<file path="config.mk">
export PLATFORM = sky130hd
export DESIGN_NAME = pcie_dllp_crc_engine
export DESIGN_NICKNAME = d
export VERILOG_FILES = /design/src/rtl/pcie_dllp_crc_engine.sv
export SDC_FILE = /design/constraint.sdc
export NUM_CORES = 1
export LEC_CHECK = 0
export ABC_AREA = 1
export BUFFER_PORTS_ARGS = -buffer_cell sky130_fd_sc_hd__buf_2
export CAP_MARGIN = 5
export CELL_PAD_IN_SITES_DETAIL_PLACEMENT = 1
export CELL_PAD_IN_SITES_GLOBAL_PLACEMENT = 1
export CORE_ASPECT_RATIO = 1.25
export CORE_UTILIZATION = 45
export DETAILED_ROUTE_END_ITERATION = 12
export PLACE_DENSITY = 0.86
export SETUP_SLACK_MARGIN = 0.05
export SYNTH_ARGS = -nofsm -noshare
export SYNTH_HDL_FRONTEND = slang
export SYNTH_SLANG_ARGS = --single-unit
</file>
<file path="constraint.sdc">
create_clock -name clk_i -period 6.4 [get_ports clk_i]
set_clock_uncertainty 0.15 [all_clocks]
set_input_delay 0.32 -clock clk_i [delete_from_list [all_inputs] [get_ports clk_i]]
set_output_delay 0.32 -clock clk_i [all_outputs]
set_load 0.03 [all_outputs]
</file>
<file path="src/rtl/pcie_dllp_crc_engine.sv">
// pcie_dllp_crc_engine
//   DLLP CRC-16 engine. Collects the four DLLP content bytes over 4/BPB
//   beats, then presents the 6-byte DLLP in a one-entry output buffer.
//   Generate mode appends the computed CRC. Check mode compares the
//   computed CRC against the received one.
//   Optional build macro: DLLP_CRC_STATS_EN adds err_cnt_o, a saturating
//   count of consumed check-mode results that carry a CRC error.
//   BPB must be 1, 2 or 4.
module pcie_dllp_crc_engine #(
  parameter int          BPB  = 1,
  parameter logic [15:0] SEED = 16'hFFFF
) (
  input  logic             clk_i,
  input  logic             rst_ni,
  input  logic             chk_mode_i,
  input  logic             s_valid_i,
  output logic             s_ready_o,
  input  logic             s_sop_i,
  input  logic [8*BPB-1:0] s_data_i,
  input  logic [15:0]      s_crc_i,
  output logic             m_valid_o,
  input  logic             m_ready_i,
  output logic [47:0]      m_dllp_o,
  output logic             m_crc_err_o,
  output logic             abort_o
`ifdef DLLP_CRC_STATS_EN
  ,
  output logic [15:0]      err_cnt_o
`endif
);

  localparam int BEATS = 4 / BPB;

  typedef enum logic [1:0] {IDLE, ACC, HOLD} state_e;

  state_e          state_q, state_d;
  logic [1:0]      cnt_q, cnt_d;
  logic [15:0]     crc_q, crc_d;
  logic            chk_q, chk_d;
  logic [3:0][7:0] bytes_q, bytes_d;   // byte0 sits in bytes_q[3]
  logic [47:0]     dllp_q, dllp_d;
  logic            err_q, err_d;
  logic            abort_q, abort_d;

  logic            accept, start, take, last, chk_cur;
  logic [1:0]      base_cnt;
  logic [15:0]     base_crc, crc_next, crc_fin, crc_calc;
  logic [7:0]      crc_b4, crc_b5;

  // Bit-parallel CRC over one beat: byte0 first, each byte LSB first.
  function automatic logic [15:0] crc_step(input logic [15:0] c,
                                           input logic [8*BPB-1:0] d);
    logic [15:0] r;
    logic        fb;
    r = c;
    for (int i = 0; i < 8 * BPB; i++) begin
      fb = r[15] ^ d[i];
      r  = {r[14:0], 1'b0};
      if (fb) r = r ^ 16'h100B;
    end
    return r;
  endfunction

  // A result is held only when no partial DLLP exists, so m_valid maps to HOLD.
  assign m_valid_o = (state_q == HOLD);
  assign s_ready_o = !m_valid_o || m_ready_i;
  assign accept    = s_valid_i && s_ready_o;
  assign start     = accept && s_sop_i;
  // Non-sop beats outside ACC are accepted but ignored.
  assign take      = start || (accept && (state_q == ACC));
  assign base_cnt  = start ? 2'd0 : cnt_q;
  assign base_crc  = start ? SEED : crc_q;
  assign chk_cur   = start ? chk_mode_i : chk_q;
  assign last      = (base_cnt == 2'(BEATS - 1));
  assign crc_next  = crc_step(base_crc, s_data_i);
  assign crc_fin   = ~crc_next;

  // Wire order: byte4 carries F[15:8] and byte5 F[7:0], each bit-reversed.
  for (genvar gi = 0; gi < 8; gi++) begin : g_crc_bytes
    assign crc_b4[gi] = crc_fin[15-gi];
    assign crc_b5[gi] = crc_fin[7-gi];
  end
  assign crc_calc = {crc_b4, crc_b5};

  // Next-state: accumulate beats, load the output buffer on the final beat.
  always_comb begin
    state_d = state_q;
    cnt_d   = cnt_q;
    crc_d   = crc_q;
    chk_d   = chk_q;
    bytes_d = bytes_q;
    dllp_d  = dllp_q;
    err_d   = err_q;
    abort_d = start && (state_q == ACC);
    if (m_valid_o && m_ready_i) state_d = IDLE;
    if (take) begin
      for (int j = 0; j < BPB; j++) begin
        bytes_d[2'(3 - int'(base_cnt) * BPB - j)] = s_data_i[8*j +: 8];
      end
      chk_d = chk_cur;
      if (last) begin
        state_d = HOLD;
        cnt_d   = 2'd0;
        crc_d   = SEED;
        dllp_d  = {bytes_d, (chk_cur ? s_crc_i : crc_calc)};
        err_d   = chk_cur && (crc_calc != s_crc_i);
      end else begin
        state_d = ACC;
        cnt_d   = base_cnt + 2'd1;
        crc_d   = crc_next;
      end
    end
  end

  // State and datapath registers.
  always_ff @(posedge clk_i or negedge rst_ni) begin
    if (!rst_ni) begin
      state_q <= IDLE;
      cnt_q   <= 2'd0;
      crc_q   <= SEED;
      chk_q   <= 1'b0;
      bytes_q <= '0;
      dllp_q  <= '0;
      err_q   <= 1'b0;
      abort_q <= 1'b0;
    end else begin
      state_q <= state_d;
      cnt_q   <= cnt_d;
      crc_q   <= crc_d;
      chk_q   <= chk_d;
      bytes_q <= bytes_d;
      dllp_q  <= dllp_d;
      err_q   <= err_d;
      abort_q <= abort_d;
    end
  end

  assign m_dllp_o    = dllp_q;
  assign m_crc_err_o = err_q;
  assign abort_o     = abort_q;

`ifdef DLLP_CRC_STATS_EN
  logic [15:0] err_cnt_q;

  // Count consumed results flagged bad; err_q is only ever set in check mode.
  always_ff @(posedge clk_i or negedge rst_ni) begin
    if (!rst_ni) begin
      err_cnt_q <= 16'd0;
    end else if (m_valid_o && m_ready_i && err_q && (err_cnt_q != 16'hFFFF)) begin
      err_cnt_q <= err_cnt_q + 16'd1;
    end
  end

  assign err_cnt_o = err_cnt_q;
`endif

endmodule

</file>
======== Word level (Yosys, flattened, before mapping) ========
Cells that the tools add are included.
word-level totals
  register bits ........................... 103
  word-level logic and storage cells ...... 68
  bits of input ports ..................... 30
  output and inout port bits .............. 52
cells by class
  bitwise operators ....................... 17
  eq/ne operators ......................... 4
  magnitude comparators ................... 2
  multiplexer cells ....................... 20
  add/subtract/negate cells ............... 2
  reductions and logical operators ........ 12
operators with widths
  kind                                                                                 count
  13-bit two-way mux                                                                   8
  16-bit two-way mux                                                                   3
  32-bit bitwise mux                                                                   1
  4-bit NOT                                                                            8
  8-bit demux with 2-bit select                                                        1
  16-bit inequality test                                                               1
  16-bit NOT                                                                           1
  2-bit two-way mux                                                                    5
  8-bit two-way mux                                                                    1
  1-bit bitwise XOR                                                                    8
  1-bit logical AND                                                                    7
  2-bit == test, second input constant                                                 2
  2-bit by 4-bit < comparator with 1-bit output, second input constant                 1
  2-bit by 1-bit adder with 2-bit output, second input constant                        1
  2-bit by 1-bit == test with 1-bit output, second input constant                      1
  2-bit by 1-bit greater-or-equal comparator with 1-bit output, second input constant  1
  1-bit logical OR                                                                     2
  2-bit AND reduction                                                                  1
  2-bit nonzero test                                                                   1
  2-bit subtractor, first input constant                                               1
  1-bit zero test                                                                      1
  1-bit two-way mux                                                                    1

======== Depth between registers and ports, before layout ========
  word-level depth ........................ 25
  mapped depth ............................ 19
  mapped depth without buffers ............ 18

======== Least setup slack after synthesis ========
No wires, ideal clock.
  kind .................................... register -> register
  from .................................... register state_q[0]
  to ...................................... register bytes_q[6] (netlist bit)
  data arrival time ....................... 1.987 ns
  required time ........................... 6.120 ns
  library setup time ...................... 0.130 ns
  cell stages (with the launch flop) ...... 12
  path buffers ............................ 2
  period minus slack after synthesis ...... 2.267 ns
  slack ................................... 4.133 ns
  cell sequence ........................... dfrtp_1 inv_2 nand3_4 nand2_8 inv_2 nor2_1 ha_1 clkbuf_1 clkbuf_1 o21ai_0 nand2_1 o21ai_0
between the ends
  word-level cells in the longest chain between the ends .. 12
  elaborated cells between the ends (all ways) .. 16
  those cells by class .................... add/sub (1); order compare (2); eq/ne (2); mux (4); reduce/logical (7)
RTL lines
  item                                                                                                                                                 RTL line  text
  start, declared                                                                                                                                      36        state_e state_q, state_d;
  start signal, assigned                                                                                                                               127       state_q <= state_d;
  2-bit == test (*)                                                                                                                                    65        assign m_valid_o = (state_q == HOLD);
  1-bit zero test (*)                                                                                                                                  66        assign s_ready_o = !m_valid_o || m_ready_i;
  1-bit logical OR (*)                                                                                                                                 66
  via s_ready_o                                                                                                                                        17        output logic s_ready_o,
  1-bit logical AND (*)                                                                                                                                67        assign accept = s_valid_i && s_ready_o;
  1-bit logical AND                                                                                                                                    68        assign start = accept && s_sop_i;
  2-bit two-way mux                                                                                                                                    71        assign base_cnt = start ? 2'd0 : cnt_q;
  2-bit subtractor                                                                                                                                     98        bytes_d[2'(3 - int'(base_cnt) * BPB - j)] = s_data_i[8*j +: 8];
  2-bit by 4-bit < comparator with 1-bit output (implied by the code) or 2-bit by 1-bit greater-or-equal comparator with 1-bit output (tied branches)  98
  1-bit logical AND (implied by the code)                                                                                                              98
  8-bit two-way mux (implied by the code)                                                                                                              98
  8-bit demux with 2-bit select                                                                                                                        98
  32-bit bitwise mux                                                                                                                                   98
  end signal, assigned                                                                                                                                 131       bytes_q <= bytes_d;
  end, declared                                                                                                                                        40        logic [3:0][7:0] bytes_q, bytes_d;
The timed path passes the listed nets; every way through them passes the cells marked *.
A chain may end at the register's enable or synchronous reset.

======== Worst setup path in the final report ========
  from .................................... register state_q[0]
  to ...................................... register dllp_q[10], in the netlist m_dllp_o[10]
between the ends
  word-level cells in the longest chain between the ends .. 16
  elaborated cells between the ends (all ways) .. 26
  those cells by class .................... eq/ne (3); mux (11); bitwise (5); reduce/logical (7)
RTL lines
  item                             RTL line  text
  2-bit == test                    65
  1-bit zero test                  66
  1-bit logical OR                 66
  1-bit logical AND                67
  1-bit logical AND                68
  16-bit two-way mux               72        assign base_crc = start ? SEED : crc_q;
  13-bit two-way mux (6 in a row)  59        if (fb) r = r ^ 16'h100B;
  4-bit NOT (no source line)       --
  13-bit two-way mux               59
  16-bit NOT                       76        assign crc_fin = ~crc_next;
  16-bit two-way mux               105       dllp_d = {bytes_d, (chk_cur ? s_crc_i : crc_calc)};
  end signal, assigned             132       dllp_q <= dllp_d;
  end, declared                    41        logic [47:0] dllp_q, dllp_d;
Parallel ways exist; a longest one is shown, timed or not.

==> results_dict.tcl <==
set metrics [dict create \
    place_inst 930 \
    crit_arrival_ps 2990 \
    numPortBuffers 81 \
    synthArstFlopShare_pct 100.0 \
    drc 0 \
    grt-ovfl-total 0 \
    firstDrtPassIters 4 \
    clock_power_share_pct 20.1 \
    ys_seq_elements 103 \
    cts_tree "yes" \
    synth-seq-area-share_pct 47.87 \
    worstSetupStartpointType "flop" \
    coreArea_um2 11670 \
    grt_use_total_pct 28.13 \
    place_congestion 0.8315 \
    routed_wl_um 16410 \
    vias 5067 \
    path_clk_slew_ps 70 \
    fmax_ghz 0.3472 \
    ir_worst_vdd_mv 0.2055 \
    clockBufferDepth 2 \
    diodes 0 \
    synthDistinctLibCells 32 \
    rsz0062_at_grt "false" \
    layout_min_cycle_time_ps 2881 \
    wire_per_inst_um 17.33 \
    cts-root-buf "clkbuf_16" \
    end_kind "flop" \
    status "completed" \
    drive_gt1_share_pct 19.59 \
    ios 82 \
    worst-setup-path-type "flop to flop" \
    synth_largest_area_cell "dfrtp_1" \
    placed_area_um2 5932 \
    setup_ws_ps 3519 \
    swShare_pct 45.77 \
    synth_most_common_cell "nand2_1" \
    place_ws_ps 3436 \
    p_seq_share_pct 33.0 \
    fp-row-count 44 \
    area_growth_pct 15.98 \
    start_util_pct 46.49 \
    grt_pass1_wl_um 27470 \
    clk_latency_ps 360 \
    synth_common_cells "nand2_1, dfrtp_1, inv_1, o21ai_0, nand3_1" \
    synth_area_leaders "dfrtp_1, nand2_1, dfstp_2" \
    syn_nets 745 \
    min_to "chk_q$_DFFE_PN0P_" \
    syn_inst 711 \
    p_per_area_nw_per_um2 520.6 \
    grt_start_max_net_pins 67 \
    hold_violations 0 \
    reg2reg_to "m_dllp_o[10]$_DFFE_PN0P_" \
    crit_fanout 66 \
    cts_sinks 103 \
    synth_edf_count 0 \
    cts_max_level 3 \
    ant_nets 0 \
    die_area_um2 12510 \
    crit_required_ps 6510 \
    fp.dieW_um 100.2 \
    rr_worst_depth 12 \
    ys_warn_count 0 \
    hold_depth 3 \
    fin_cells 947 \
    nNetsFinal 815 \
    grt_pass1_vias 5532 \
    yosysTopAreaCellShare_pct 40.12 \
    die_h_um 124.8 \
    comb_power_share_pct 47.0 \
    worst_slew_pin_slew_ps 810.0 \
    cts_buffers 9 \
    utilization_pct 53.92 \
    synth_area_per_cell_um2 7.632 \
    slew_headroom_pct 46.00 \
    dpl.hpwl_um 11610 \
    ys_dominant_reg_cell "dfrtp_1" \
    first_iter_violations 178 \
    viasPerCell 5.351 \
    switching_power_mw 1.500 \
    syn_area_um2 5426 \
    r2r-start "state_q[0]$_DFFE_PN0P_" \
    period_share_pct 45.01 \
    final_area_um2 6294 \
    fin_tns_setup_ps 0 \
    setup_viol 0 \
    regToRegSetupSlack_ps 3520 \
    final_max_slew_viol_count 0 \
    hold_class "input port to flop" \
    whs_ps 96.59 \
    p_total_mw 3.277 \
    hold_start "chk_mode_i" \
    p_int_mw 1.777 \
    maxCapViolCount 0 \
    leakage_nw 3.394 \
    antenna_found_initial 0 \
]
[logic make-up after synthesis]
group	Yosys count	share of synthesized area, %
mux	2	0.3689
compound gates	116	12.24
simple gates	369	29.40
buf+inv	114	8.462
xor+xnor	3	0.7379
flops	103	47.87
fa+ha+maj	4	0.9223
[flip-flops by register name, indices dropped and copies added (netlist names)]
signal	count
abort_o	1
bytes_q	32
chk_q	1
cnt_q	2
crc_q	16
m_crc_err_o	1
m_dllp_o	48
state_q	2
[cells in the final DEF, fill, tap and decap left out, drive strengths merged, types with 2 or more instances in the layout]
| cell type | n |
|---|---|
| a21oi | 15 |
| buf | 84 |
| bufinv | 3 |
| clkbuf | 9 |
| dfrtp | 87 |
| dfstp | 16 |
| ha | 4 |
| inv | 91 |
| mux2i | 2 |
| nand2 | 282 |
| nand3 | 48 |
| nand3b | 2 |
| nor2 | 35 |
| o21ai | 68 |
| o221ai | 15 |
| o22ai | 15 |
| xor2 | 2 |
[repair_timing]
action	CTS	global route
setup buffers	0	0
resized for setup	0	0
hold buffers	1	0
hold endpoints to repair	28	0
[power groups by stage]
stage	clock network [mW]	logic, mW	registers [mW]
3_3_place_gp	0	1.44	1.08
3_5_place_dp	0	1.52	1.09
4_1_cts	0.663	1.55	1.08
6_report	0.658	1.54	1.08
5_1_grt	0.682	1.71	1.11
2_1_floorplan	0	0.868	1.30
[final cells by class]
| type | instances | area [um2] |
|---|---|---|
| fill | 1522 | 5378 |
| sequential | 103 | 2597 |
| multi-input combinational | 494 | 2372 |
| timing repair buffer | 85 | 440.4 |
| inverter | 88 | 330.3 |
| clock buffer | 9 | 225.2 |
| tap | 161 | 201.4 |
| clock inverter | 7 | 126.4 |
[routing by layer]
metal  part of all wire [%]  GRT usage, %  up-vias  routed length (um)
met5                      0             0        -                   0
met4                    4.3         14.66        0                 703
met3                    3.1         4.489       53                 505
met2                     53         49.27      111                8692
met1                     40         32.51     2504                6509
li1                       -             -     2399                   -
[worst max-delay path by stage]
stage,from,depth (start not counted),slack (ps),end
6_report,state_q[0]$_DFFE_PN0P_,12,3520,m_dllp_o[10]$_DFFE_PN0P_
2_1_floorplan,state_q[0]$_DFFE_PN0P_,11,4130,bytes_q[6]$_DFFE_PN0P_
3_5_place_dp,s_valid_i,13,3440,m_dllp_o[5]$_DFFE_PN0P_
5_1_grt,state_q[0]$_DFFE_PN0P_,12,3280,m_dllp_o[5]$_DFFE_PN0P_
4_1_cts,state_q[0]$_DFFE_PN0P_,12,3510,m_dllp_o[10]$_DFFE_PN0P_
3_3_place_gp,s_valid_i,13,3640,m_dllp_o[15]$_DFFE_PN0P_
[worst max-delay path: stages, from the launching register on]
cell	delay, ps
dfrtp_1	420
inv_2	110
nand3_4	110
nand2_8	180
inv_2	130
nor2_4	140
inv_2	60
nor2_1	190
nand2_2	90
buf_4	320
nor2_1	270
inv_1	280
o221ai_1	280
No activity file was read; power rests on OpenSTA's default activity.
